## config.mk

```make
export PLATFORM = sky130hd
export DESIGN_NAME = hazard_ctrl
export DESIGN_NICKNAME = d
export VERILOG_FILES = /design/src/rtl/hazard_ctrl_pkg.sv /design/src/rtl/hazard_stage_rec.sv /design/src/rtl/hazard_ctrl.sv
export SDC_FILE = /design/constraint.sdc
export NUM_CORES = 1
export LEC_CHECK = 0
export CAP_MARGIN = 20
export CORE_UTILIZATION = 54
export DETAILED_ROUTE_END_ITERATION = 12
export GPL_ROUTABILITY_DRIVEN = 1
export MAX_ROUTING_LAYER = met4
export PLACE_DENSITY = 0.8
export REMOVE_ABC_BUFFERS = 1
export SYNTH_ARGS = -nofsm -noshare
export SYNTH_HDL_FRONTEND = slang
export SYNTH_SLANG_ARGS = --single-unit
```

## constraint.sdc

```tcl
create_clock -name clk -period 3.12 [get_ports clk]
set_clock_uncertainty 0.2 [all_clocks]
set_input_delay 0.624 -clock clk [delete_from_list [all_inputs] [get_ports clk]]
set_output_delay 0.624 -clock clk [all_outputs]
set_load 0.005 [all_outputs]
```

## src/rtl/hazard_ctrl_pkg.sv

```systemverilog
// Purpose: shared constants, the pipeline stage record and compare helpers for hazard_ctrl.
// Latency: n/a (types and pure functions only).
// Backpressure: n/a.
package hazard_ctrl_pkg;

  localparam int AW = 5;  // register address width
  localparam int TW = 3;  // Tuse/Tnew width

  // Tuse value meaning "this operand is not read"
  localparam logic [TW-1:0] TUSE_NONE = 3'd7;

  // Forwarding mux encodings
  localparam logic [1:0] FWD_GRF = 2'd0;
  localparam logic [1:0] FWD_E   = 2'd1;
  localparam logic [1:0] FWD_M   = 2'd2;
  localparam logic [1:0] FWD_W   = 2'd3;

  // One in-flight instruction as seen by the hazard logic
  typedef struct packed {
    logic [AW-1:0] raddr0;
    logic [AW-1:0] raddr1;
    logic [AW-1:0] waddr;
    logic [TW-1:0] tnew;
  } stage_rec_t;

  // Tnew counts down one per stage and sticks at zero once the result exists
  function automatic logic [TW-1:0] tnew_age(input logic [TW-1:0] t);
    return (t == '0) ? '0 : t - TW'(1);
  endfunction

  // Producer x's result will not exist by the time the consumer needs it
  function automatic logic stall_hit(input stage_rec_t x,
                                     input logic [AW-1:0] raddr,
                                     input logic [TW-1:0] tuse);
    return (x.waddr != '0) && (x.waddr == raddr) &&
           (tuse != TUSE_NONE) && (tuse < x.tnew);
  endfunction

  // Producer x holds a finished result for register target
  function automatic logic fwd_ready(input stage_rec_t x,
                                     input logic [AW-1:0] target);
    return (x.waddr != '0) && (x.tnew == '0) && (x.waddr == target);
  endfunction

endpackage

```

## src/rtl/hazard_stage_rec.sv

```systemverilog
// Purpose: one pipeline record register (E, M or W) with optional bubble and Tnew ageing.
// Latency: 1 cycle input to output.
// Backpressure: none; bubble loads an all-zero record (no write, tnew 0).
// Ports: clk, reset_n (async active-low), bubble, rec_i (incoming record), rec_o (registered record).
module hazard_stage_rec
  import hazard_ctrl_pkg::*;
#(
  parameter bit AGE_TNEW = 1'b1
) (
  input  logic       clk,
  input  logic       reset_n,
  input  logic       bubble,
  input  stage_rec_t rec_i,
  output stage_rec_t rec_o
);

  stage_rec_t rec_d;
  stage_rec_t rec_q;

  always_comb begin
    rec_d = rec_i;
    if (AGE_TNEW) begin
      rec_d.tnew = tnew_age(rec_i.tnew);
    end
    if (bubble) begin
      rec_d = '0;
    end
  end

  always_ff @(posedge clk or negedge reset_n) begin
    if (!reset_n) begin
      rec_q <= '0;
    end else begin
      rec_q <= rec_d;
    end
  end

  assign rec_o = rec_q;

endmodule

```

## src/rtl/hazard_ctrl.sv

```systemverilog
// Purpose: stall/forward controller driven by the D-stage Tuse/Tnew descriptor.
// Latency: stall and forward selects are combinational; records advance one stage per cycle.
// Backpressure: stall freezes PC/IF-ID and injects a bubble into E; no other enable.
// Ports: clk, reset_n (async active-low); d_raddr0/1, d_tuse0/1, d_waddr, d_tnew (D descriptor);
//        stall; fwd_d_rs/rt, fwd_e_rs/rt (0=GRF/ID-EX,1=E,2=M,3=W); fwd_m_rt (0=EX-MEM,1=W).
module hazard_ctrl
  import hazard_ctrl_pkg::*;
(
  input  logic          clk,
  input  logic          reset_n,
  input  logic [AW-1:0] d_raddr0,
  input  logic [AW-1:0] d_raddr1,
  input  logic [TW-1:0] d_tuse0,
  input  logic [TW-1:0] d_tuse1,
  input  logic [AW-1:0] d_waddr,
  input  logic [TW-1:0] d_tnew,
  output logic          stall,
  output logic [1:0]    fwd_d_rs,
  output logic [1:0]    fwd_d_rt,
  output logic [1:0]    fwd_e_rs,
  output logic [1:0]    fwd_e_rt,
  output logic          fwd_m_rt
);

  stage_rec_t d_rec;
  stage_rec_t e_rec;
  stage_rec_t m_rec;
  stage_rec_t w_rec;

  assign d_rec = '{raddr0: d_raddr0, raddr1: d_raddr1, waddr: d_waddr, tnew: d_tnew};

  // E takes d_tnew as-is: Tnew is counted from E entry, ageing starts at E->M.
  hazard_stage_rec #(.AGE_TNEW(1'b0)) u_e (
    .clk     (clk),
    .reset_n (reset_n),
    .bubble  (stall),
    .rec_i   (d_rec),
    .rec_o   (e_rec)
  );

  hazard_stage_rec #(.AGE_TNEW(1'b1)) u_m (
    .clk     (clk),
    .reset_n (reset_n),
    .bubble  (1'b0),
    .rec_i   (e_rec),
    .rec_o   (m_rec)
  );

  hazard_stage_rec #(.AGE_TNEW(1'b1)) u_w (
    .clk     (clk),
    .reset_n (reset_n),
    .bubble  (1'b0),
    .rec_i   (m_rec),
    .rec_o   (w_rec)
  );

  // W is only a forwarding source; M's rs is never forwarded into.
  logic unused_rec_bits;
  assign unused_rec_bits = ^{w_rec.raddr0, w_rec.raddr1, m_rec.raddr0};

  // W never stalls: its tnew is always 0 by construction of the pipeline depth.
  always_comb begin
    stall = stall_hit(e_rec, d_raddr0, d_tuse0) ||
            stall_hit(e_rec, d_raddr1, d_tuse1) ||
            stall_hit(m_rec, d_raddr0, d_tuse0) ||
            stall_hit(m_rec, d_raddr1, d_tuse1);
  end

  // Youngest ready producer wins.
  always_comb begin
    fwd_d_rs = FWD_GRF;
    if (fwd_ready(e_rec, d_raddr0))      fwd_d_rs = FWD_E;
    else if (fwd_ready(m_rec, d_raddr0)) fwd_d_rs = FWD_M;
    else if (fwd_ready(w_rec, d_raddr0)) fwd_d_rs = FWD_W;

    fwd_d_rt = FWD_GRF;
    if (fwd_ready(e_rec, d_raddr1))      fwd_d_rt = FWD_E;
    else if (fwd_ready(m_rec, d_raddr1)) fwd_d_rt = FWD_M;
    else if (fwd_ready(w_rec, d_raddr1)) fwd_d_rt = FWD_W;
  end

  always_comb begin
    fwd_e_rs = FWD_GRF;
    if (fwd_ready(m_rec, e_rec.raddr0))      fwd_e_rs = FWD_M;
    else if (fwd_ready(w_rec, e_rec.raddr0)) fwd_e_rs = FWD_W;

    fwd_e_rt = FWD_GRF;
    if (fwd_ready(m_rec, e_rec.raddr1))      fwd_e_rt = FWD_M;
    else if (fwd_ready(w_rec, e_rec.raddr1)) fwd_e_rt = FWD_W;

    fwd_m_rt = fwd_ready(w_rec, m_rec.raddr1);
  end

endmodule
```

# Word level (Yosys, flattened, before mapping)
# Cells that the tools add are included.
word_totals:
  register_bits: 39
  inputBits: 26
  output_inout_bits: 10
  wordCells: 76
classes:
  addsub: 2
  order_cmp: 4
  n_eq_ne: 13
  n_mux: 13
  reduce_logical: 35
ops:
  columns: ["cell", "count"]
  rows:
  - ["equality test 5 bit", 11]
  - ["logical AND 1 bit", 26]
  - ["2-to-1 mux 2 bit", 10]
  - ["2-to-1 mux 18 bit", 1]
  - ["nonzero test 5 bit", 3]
  - ["less-than comparator 3 bit", 4]
  - ["zero test 3 bit", 3]
  - ["2-to-1 mux 3 bit", 2]
  - ["inequality test 3 bit (second input constant)", 2]
  - ["subtractor 3 x 1 -> 3 bit (second input constant)", 2]
  - ["logical OR 1 bit", 3]

# Depth between registers and ports, before layout
# Gate-level depths: netlist (run 1).
logic_depth:
  depth_word: 8
  mapped_depth: 7
  mapped_depth_nobuf: 6

# Hierarchy
# From an unflattened synthesis (run 1), not the netlist that was laid out.
unflattened:
  hier_cells: 261
  hier_area_um2: 2879.0
by_module_without_submodules:
  columns: ["module", "instances", "cells_per_inst", "area_each_um2", "seq_area_each_um2"]
  rows:
  - ["hazard_stage_rec at u_m ...", 2, 43, 630.6, 450.4]
  - ["hazard_ctrl", 1, 138, 1038.5, 0.0]
  - ["hazard_stage_rec at u_e", 1, 37, 579.3, 450.4]

# Worst setup path after synthesis (run 1)
# Ideal clock, no wire load.
synth_path:
  path_type: "in2out"
  startpoint: "input port d_tuse0[1]"
  endpoint: "output port stall"
  arrival_time_ns: 1.933
  required_time_ns: 2.296
  setup_slack_ns: 0.363
  path_stages: 6
  path_buffers: 1
  path_cell_list: "ha_1 -> a21o_1 -> a221o_2 -> o22ai_4 -> buf_6 -> a22o_2"
synth_via:
  elab_chain_len: 6
  word_cells_on_any_way: 10
  classes_between: "2 x order compare; 1 x eq/ne; 7 x reduce/logical"
synth_lines:
  columns: ["element", "line_no", "rtl"]
  rows:
  - ["start: declaration", "hazard_ctrl.sv:13", "input logic [TW-1:0] d_tuse0,"]
  - ["branches (longest 4 deep; another with less-than comparator 3 bit)", null, null]
  - ["logical OR 1 bit *", "hazard_ctrl.sv:64", "stall_hit(e_rec, d_raddr1, d_tuse1) ||"]
  - ["logical OR 1 bit *", "hazard_ctrl.sv:65", "stall_hit(m_rec, d_raddr0, d_tuse0) ||"]
  - ["end: declaration", "hazard_ctrl.sv:17", "output logic stall,"]
# Mark *: on every way between the ends.

# Worst setup path after layout (run 1)
layout_path:
  startpoint: "input port d_raddr0[3]"
  endpoint: "output port stall"
layout_via:
  elab_chain_len: 7
  word_cells_on_any_way: 11
  classes_between: "2 x eq/ne; 9 x reduce/logical"
layout_lines:
  columns: ["element", "line_no", "rtl"]
  rows:
  - ["start: declaration", "hazard_ctrl.sv:11", "input logic [AW-1:0] d_raddr0,"]
  - ["equality test 5 bit", "hazard_ctrl_pkg.sv:35", "return (x.waddr != '0) && (x.waddr == raddr) &&"]
  - ["logical AND 1 bit (2 in a row)", "hazard_ctrl_pkg.sv:35", null]
  - ["logical AND 1 bit", "hazard_ctrl_pkg.sv:36", "(tuse != TUSE_NONE) && (tuse < x.tnew);"]
  - ["logical OR 1 bit", "hazard_ctrl.sv:63", "stall = stall_hit(e_rec, d_raddr0, d_tuse0) ||"]
  - ["logical OR 1 bit *", "hazard_ctrl.sv:64", null]
  - ["logical OR 1 bit *", "hazard_ctrl.sv:65", null]
# Every way passes the cells marked *; elsewhere a longest branch is shown, timed or not.

==> results.yml, run 1 <==
route:
  first_iter_violations: 82
  drt_wl_total_um: 5954
  drt-vias-per-instance: 5.637
  dr.pass1.iters: 4
  vias: 1956
  ant_nets: 0
  drc: 0
  wl_per_cell_um: 17.16
status:
  violations: "negative setup slack"
  status: "finished, violations left"
pwr:
  sw_frac_of_total: 0.2876
  p_leak_nw: 1.458
  pwr-share-clk: 0.332
  p_comb_frac: 0.258
  pwr-share-seq: 0.409
  power.switching_uw: 429.6
  internal_power_mw: 1.064
  power.density_nw_per_um2: 471.8
  vdd_ir_drop_max_v: 0.0003605
global_route:
  grt_max_degree: 40
  track_usage: 0.2908
  grt_pass1_wl_um: 9197
  grt_overflow: 0
  grt_antenna_before_repair: 0
  grt_pass1_vias: 1937
synthesis:
  synth_top_area_cell: "dfrtp_1"
  ys_seq_area_frac: 0.4118
  syn_avg_cell_area_um2: 10.13
  syn_area_um2: 2370
  ys_ff_latch: 39
  synthTopCellsByArea: "dfrtp_1 41%, xor2_1 11%, xnor2_1 8.9%"
  ys.warnings.count: 0
  synth_top_area_share: 0.4118
  ys_types: 28
  synth_cells: 234
die:
  num_rows: 23
  die_area_um2: 4657
  initial_utilization: 0.5759
  die_x_um: 68.25
  io_pins: 36
  core_area_um2: 4115
  die_h_um: 68.25
sta:
  setup_ws_ns: -0.00001865
  fmax_mhz: 320.5
  setup_viol: 1
  whs_ns: 0.2316
  relSlewSlack: 0.4342
  post-route-period-util: 1.000
  drv_slew: 0
  tightestPinTransition_ns: 0.8487
  finalCriticalPeriod_ns: 3.120
  hold_viol: 0
clock_network:
  htreeDepth: 2
  cts.sinks: 39
  cts-buffers-inserted: 5
  clock_latency_ns: 0.29
  root_buffer: "clkbuf_8"
  clk_pin_slew_ns: 0.07
  cts_tree: "yes"
  clk_path_buf_depth: 2
critical_path:
  cp_slowest_cell: "nor3_2"
  criticalPathCategory: "input port to primary output"
  start_kind: "input port"
  crit_fanout: 3
  cp_slowest_stage_delay_ns: 0.30
  r2r.worst_path.cells: 8
  arrival_ns: 2.30
  regToRegStartpoint: "u_m.rec_o[1]"
  cp-end-kind: "primary output"
  reg2reg_to: "u_e.rec_o[9]"
  crit_chain: "dlygate4sd2_1, buf_4, xor2_1, nor3_2, nand3_2, buf_4, o22ai_4, a22o_4, clkdlybuf4s15_1"
  reg2reg_slack_ns: 0.87
  crit_start: "d_raddr0[3]"
  crit_top_cell: "buf_4"
  cp-endpoint: "stall"
  cp.required_ns: 2.30
finish:
  layout-drive-gt1-share: 0.2054
  diodes: 0
  fin_cells: 347
  num-nets-final: 334
  areaGrowthSynthToFinish_pct: 33.63
  n_fill_cell: 282
  fin_area_um2: 3167
job:
  maxCapViolCount: 0
placement:
  dp.cells: 333
  io_buffers: 35
  gp_congestion: 0.8953
  place_ws_ns: -0.4438
  place_area_um2: 2909
  hpwlAfterDp_um: 4144
min_path:
  hold_path.class: "input port to asynchronous set/reset pin"
metrics by stage:
stage / util / total power [mW] / TNS, ns
after floorplan: - / 0.8165 / 0
after global placement: 0.7069 / 0.9605 / -1.722
after detailed placement: 0.7069 / 0.9756 / -1.800
after CTS: 0.7504 / 1.475 / 0
after global routing: 0.7695 / 1.571 / -0.1181
final: 0.7695 / 1.494 / -0.00001865
cells in the final DEF (no fill, tap or decap), types with 6 or more instances in the layout:
cell type        Yosys  final
dfrtp_1             39     39
buf_4                0     32
xor2_1              31     31
inv_1               24     24
xnor2_1             24     24
a221oi_1            18     18
clkdlybuf4s50_1      0     16
dlygate4sd2_1        0     14
nor2_1              13     13
ha_1                12     12
nand3_1              8      6
nor3_1              11      6
registers in the layout (all words and copies together) (netlist names):
name and cells:
u_e.rec_o 18, u_m.rec_o 13, u_w.rec_o 8
kinds of logic (layout without fill, tap and decap cells):
group | after synthesis | count (layout) | synth area share
AND/OR/NAND/NOR | 53 | 53 | 0.1114
XOR/XNOR | 55 | 55 | 0.2033
buffers and inverters | 38 | 101 | 0.07128
flip-flops | 39 | 39 | 0.4118
adder cells (fa/ha/maj) | 12 | 12 | 0.06336
AO/OA/AOI/OAI | 37 | 37 | 0.1389
routing by layer:
metal	track usage	vias to the layer above	wire length, um
met3	0.06333	14	276
met4	0.1224	0	138
met2	0.4730	64	3043
met1	0.3460	950	2497
li1	-	928	-
met5	-	-	0
synthesized netlist by cell type:
master    instances
nor4_1            3
dfrtp_1          39
buf_6             2
or2_2             2
and4_1            1
a22o_2            1
nor2_1           13
nand4_1           4
a221o_1           3
nand2_1           6
o22ai_4           2
o41ai_1           2
nor3_1           11
nand3_1           8
a21o_1            4
inv_1            24
or4_1             1
nand2b_1          4
xor2_1           31
a221oi_1         18
o21ai_0           2
a21oi_1           2
a221o_2           1
ha_1             12
buf_2             9
xnor2_1          24
clkbuf_1          3
o22ai_1           2
worst max-delay path, delay by kind of cell:
family                    cells  cell delay (ns)
xor gates and xnor gates      1             0.16
AOI/OAI and AO/OA             2             0.28
buffers and inverters         4             0.78
and+or+nand+nor               2             0.44
layout make-up:
cell class                 count  area [um2]  area share
clock buffer                   6       72.57     0.02292
clock inverter                 2       60.06     0.01896
inverter                      24       90.09     0.02845
multi-input combinational    157        1310      0.4137
sequential                    39       975.9      0.3082
tap                           50       62.56     0.01976
timing repair buffer          69       595.6      0.1881
timing repair:
item / 4_1_cts / 5_1_grt
hold endpoints to repair: 0 / 0
hold buffers: 0 / 0
setup endpoints to repair: 10 / 9
buffers inserted: 3 / 3
pin swaps: 15 / 11
resized for setup: 25 / 12
power groups by stage:
stage	Combinational (mW)	Clock, mW	Sequential (mW)
floorplan	0.200	0	0.617
global placement	0.346	0	0.614
detailed placement	0.358	0	0.617
CTS	0.364	0.503	0.608
global route	0.420	0.532	0.619
finish	0.386	0.496	0.612
worst min-delay path by stage:
stage                                to  cells after the start    startpoint
after detailed placement   u_m.rec_o[9]                      0  u_e.rec_o[9]
after CTS                  u_m.rec_o[9]                      0  u_e.rec_o[9]
after global placement     u_m.rec_o[9]                      0  u_e.rec_o[9]
after floorplan            u_e.rec_o[0]                      0       reset_n
final                     u_m.rec_o[11]                      1       reset_n
after global routing       u_m.rec_o[9]                      0  u_e.rec_o[9]
(Power assumes the default switching activity.)
==> run 2: changes to the inputs <==
CAP_MARGIN = unset   (was 20)
==> results of run 2 <==
No change in the layout: final DEF, timing and power equal those of run 1.
==> RTL change 1, RTL diff (settings of run 2) <==
The package constant `AW` goes from 5 to 6.
--- a/src/rtl/hazard_ctrl_pkg.sv
+++ b/src/rtl/hazard_ctrl_pkg.sv
@@ -4,5 +4,5 @@
 package hazard_ctrl_pkg;
 
-  localparam int AW = 5;  // register address width
+  localparam int AW = 6;  // register address width
   localparam int TW = 3;  // Tuse/Tnew width
 
Interface: changed (resized d_raddr0, d_raddr1 and d_waddr); port bits go from 36 to 39. No check against the original RTL was run, so the function may have changed too.
==> RTL change 1 against run 2 <==
Sequential power increased by 11%; utilization shrank 5.6 points; register-to-register slack got worse by 0.07 ns; final area rose by 15%; worst hold slack better by 0.016 ns; synthesized area rose by 21%; clock power fell by 24%; sequential cell count is 6 higher; final cell count rose by 16%; worst setup slack improved by 0.057 ns; sequential share of layout area increased by 0.19 points; total power down 5.6%; wire length grew 11%; critical path type unchanged; largest cell class unchanged; largest power group unchanged.
==> RTL change 1: results (changes against run 2) <==
[outcome]
run_status=finished, final reports clean  ; was finished with violations

[critical_path]
critPathTopFamily=compound AO/OA/AOI/OAI gates  ; was buffers and inverters
crit_arrival_ns=2.24  ; was 2.30 ns
rrSetupSlack_ns=0.80  ; was 0.87 ns
critical_path.reg2reg.endpoint=u_e.rec_o[20]  ; was u_e.rec_o[9]
worst_path_max_delay_cell=sky130_fd_sc_hd__clkdlybuf4s50_1  ; was sky130_fd_sc_hd__nor3_2

[global_route]
groute.layer.met3.usage_pct=3.614  ; was 6.333%
grt_util_all_layers_pct=26.00  ; was 29.08%
met1_usage_pct=30.21  ; was 34.60%
met2_resource_use_gr_pct=46.15  ; was 47.30%

[sta]
tightest_slew_ns=0.9737  ; was 0.8487 ns
final_period_minus_worst_setup_slack_ns=3.063  ; was 3.120 ns

[logic_synthesis]
netlist_top_cells_area=sky130_fd_sc_hd__dfrtp_1 39%, sky130_fd_sc_hd__xor2_1 12%, sky130_fd_sc_hd__a221oi_2 9.9%  ; was sky130_fd_sc_hd__dfrtp_1 41%, sky130_fd_sc_hd__xor2_1 11%, sky130_fd_sc_hd__xnor2_1 8.9%
synth.lib_cells_used.distinct=32  ; was 28
post_synthesis_sequential_area_ratio_pct=39.25  ; was 41.18%
yosys.area_share.xor_xnor_pct=20.15  ; was 20.33%

[cells_and_area]
layout.nets=372  ; was 334
post_route_cells_drive_above_1_share_pct=27.71  ; was 20.54%
largest_register_ff_count=21  ; was 18

[power]
netSwitchingFraction_pct=29.94  ; was 28.76%
power_leakage_nw=1.751  ; was 1.458 nW

[min_path]
min_path_type=register to register  ; was primary input to async pin

[place]
port_buffers=38  ; was 35
detailed_place.area_mm2=0.003460  ; was 0.002909 mm²
place.detailed.hpwl_um=4750  ; was 4144 µm
place_ws_ns=-0.5400  ; was -0.4438 ns
dp_cells=388  ; was 333

[route]
drt_iter0_markers=152  ; was 82

RTL change 1: cells by family (layout without fill, tap and decap cells):
family / count (synthesis) / after routing
simple gates: 55 / 55
compound gates: 40 / 40
flops: 45 / 45
buf+inv: 49 / 114
xor+xnor: 66 / 66
fa+ha+maj: 12 / 12
RTL change 1: how the worst min path moves through the flow:
stage                     slack (ns)          start            end
after CTS                       0.24  u_e.rec_o[12]  u_m.rec_o[12]
after floorplan                 0.13        reset_n   u_e.rec_o[0]
final                           0.25  u_e.rec_o[10]  u_m.rec_o[10]
after detailed placement        0.22  u_e.rec_o[12]  u_m.rec_o[12]
after global routing            0.25   u_e.rec_o[9]   u_m.rec_o[9]
after global placement          0.22  u_e.rec_o[12]  u_m.rec_o[12]
RTL change 1: power groups by stage:
stage          logic (mW)  registers (mW)  clock network [mW]
2_1_floorplan       0.180           0.688                   0
3_3_place_gp        0.328           0.686                   0
3_5_place_dp        0.337           0.688                   0
4_1_cts             0.343           0.678               0.384
5_1_grt             0.391           0.684               0.402
6_report            0.357           0.678               0.376
RTL change 1: metal layers:
metal	vias up	routed length (µm)	part of all wire, %
li1	1044	-	-
met3	12	179	2.7
met5	-	0	0
met2	49	3570	54
met1	1081	2756	42
met4	0	120	1.8
RTL change 1: repair_timing:
| action | CTS | global route |
|---|---|---|
| pin swaps | 9 | 7 |
| buffers inserted | 1 | 5 |
| resized for setup | 35 | 15 |
| endpoints found under the setup margin | 9 | 7 |
RTL change 1: layout make-up:
cell class	count	area, µm²
inverter	29	108.9
fill	378	1464
multi-input combinational	173	1559
clock inverter	2	13.76
clock buffer	6	82.58
timing repair buffer	77	661.9
sequential	45	1130
tap	70	87.58
==> RTL change 2, RTL diff (flow settings as in run 2) <==
Without the edit above. Make the reset (`reset_n`) synchronous in one clocked block. Comments in the files are not updated.
--- a/src/rtl/hazard_stage_rec.sv
+++ b/src/rtl/hazard_stage_rec.sv
@@ -28,5 +28,5 @@
   end
 
-  always_ff @(posedge clk or negedge reset_n) begin
+  always_ff @(posedge clk) begin
     if (!reset_n) begin
       rec_q <= '0;
Check against the original RTL: differs if reset_n is asserted again (counterexample within 4 cycles, from zero or initial values and one cycle with reset_n low); with reset_n held inactive, the same outputs for 10 cycles.
==> RTL change 2 against run 2 <==
Largest cell class unchanged; wire length is 3.3% lower; worst setup slack better by 0.082 ns; final cell count is 5.8% higher; final area is 0.67% higher; sequential cell count stayed put; total power is 9.2% lower; die area is 1.4% higher; synthesized area is 1.5% higher; register-to-register slack worse by 0.08 ns.
==> RTL change 2: results (changes against run 2) <==
[sta]
max_clock_freq_ghz=0.3291  ; was 0.3205 GHz
tightest_slew_ns=0.6663  ; was 0.8487 ns

[power]
comb_power_mw=0.306  ; was 0.386 mW
ir_drop_v=0.0003430  ; was 0.0003605 V
netSwitchingFraction_pct=26.03  ; was 28.76%
power_leakage_nw=1.513  ; was 1.458 nW

[critical_path]
reg_to_reg_critical_path_startpoint=u_e.rec_o[4]  ; was u_m.rec_o[1]
crit_path_max_fanout=6  ; was 3
worstSetupEndpoint=fwd_d_rs[1]  ; was stall
worst_path_max_delay_cell=sky130_fd_sc_hd__or3_4  ; was sky130_fd_sc_hd__nor3_2
crit_arrival_ns=2.21  ; was 2.30 ns
worst_r2r_path_depth=6  ; was 8
critical_path.reg2reg.endpoint=u_e.rec_o[13]  ; was u_e.rec_o[9]
critPathTopFamily=simple AND/OR/NAND/NOR gates  ; was buffers and inverters

[clock_tree]
postCtsSetupBuffers=4  ; was 3

[place]
detailed_place.area_mm2=0.002913  ; was 0.002909 mm²
place.detailed.hpwl_um=4076  ; was 4144 µm
gpl.final_weighted_congestion=0.8657  ; was 0.8953

[route]
vias_per_cell=5.542  ; was 5.637
routed_wire_length_per_instance_um=15.68  ; was 17.16 µm
vias=2034  ; was 1956
wl_met3_um=236  ; was 276 µm
met1Wirelength_um=2439  ; was 2497 µm
wl_met2_um=2962  ; was 3043 µm

[logic_synthesis]
netlist_top_cells_area=sky130_fd_sc_hd__dfxtp_1 32%, sky130_fd_sc_hd__xor2_1 11%, sky130_fd_sc_hd__xnor2_1 8.7%  ; was sky130_fd_sc_hd__dfrtp_1 41%, sky130_fd_sc_hd__xor2_1 11%, sky130_fd_sc_hd__xnor2_1 8.9%
post_synth.cell_area_avg_um2=9.357  ; was 10.13 µm²
post_synthesis_sequential_area_ratio_pct=32.47  ; was 41.18%

[global_route]
pin_count_of_the_biggest_net_entering_global_routing=20  ; was 40
groute.layer.met3.usage_pct=5.428  ; was 6.333%
met2_resource_use_gr_pct=49.26  ; was 47.30%
grt_util_all_layers_pct=28.04  ; was 29.08%

[cells_and_area]
post_route_cells_drive_above_1_share_pct=23.34  ; was 20.54%

[outcome]
run_status=finished, final reports clean  ; was finished with violations

[min_path]
min_path_type=register to register  ; was primary input to async pin

-- RTL change 2: area by class of cell --
| type | instances | area, µm² | area share, % |
|---|---|---|---|
| inverters | 8 | 30.03 | 0.9419 |
| clock buffers | 6 | 72.57 | 2.276 |
| flip-flops and latches | 39 | 788.3 | 24.73 |
| clock inverters | 2 | 60.06 | 1.884 |
| repair buffers | 70 | 615.6 | 19.31 |
| multi-input cells | 192 | 1559 | 48.90 |
| well taps | 50 | 62.56 | 1.962 |
-- RTL change 2: logic make-up after synthesis --
| kind of cell | after synthesis | share of synthesized area (%) |
|---|---|---|
| AND/OR/NAND/NOR | 86 | 18.78 |
| AO/OA/AOI/OAI | 37 | 16.23 |
| adder cells (fa/ha/maj) | 12 | 6.243 |
| buffers and inverters | 26 | 5.411 |
| flip-flops | 39 | 32.47 |
| multiplexers | 2 | 0.8325 |
| XOR/XNOR | 55 | 20.03 |
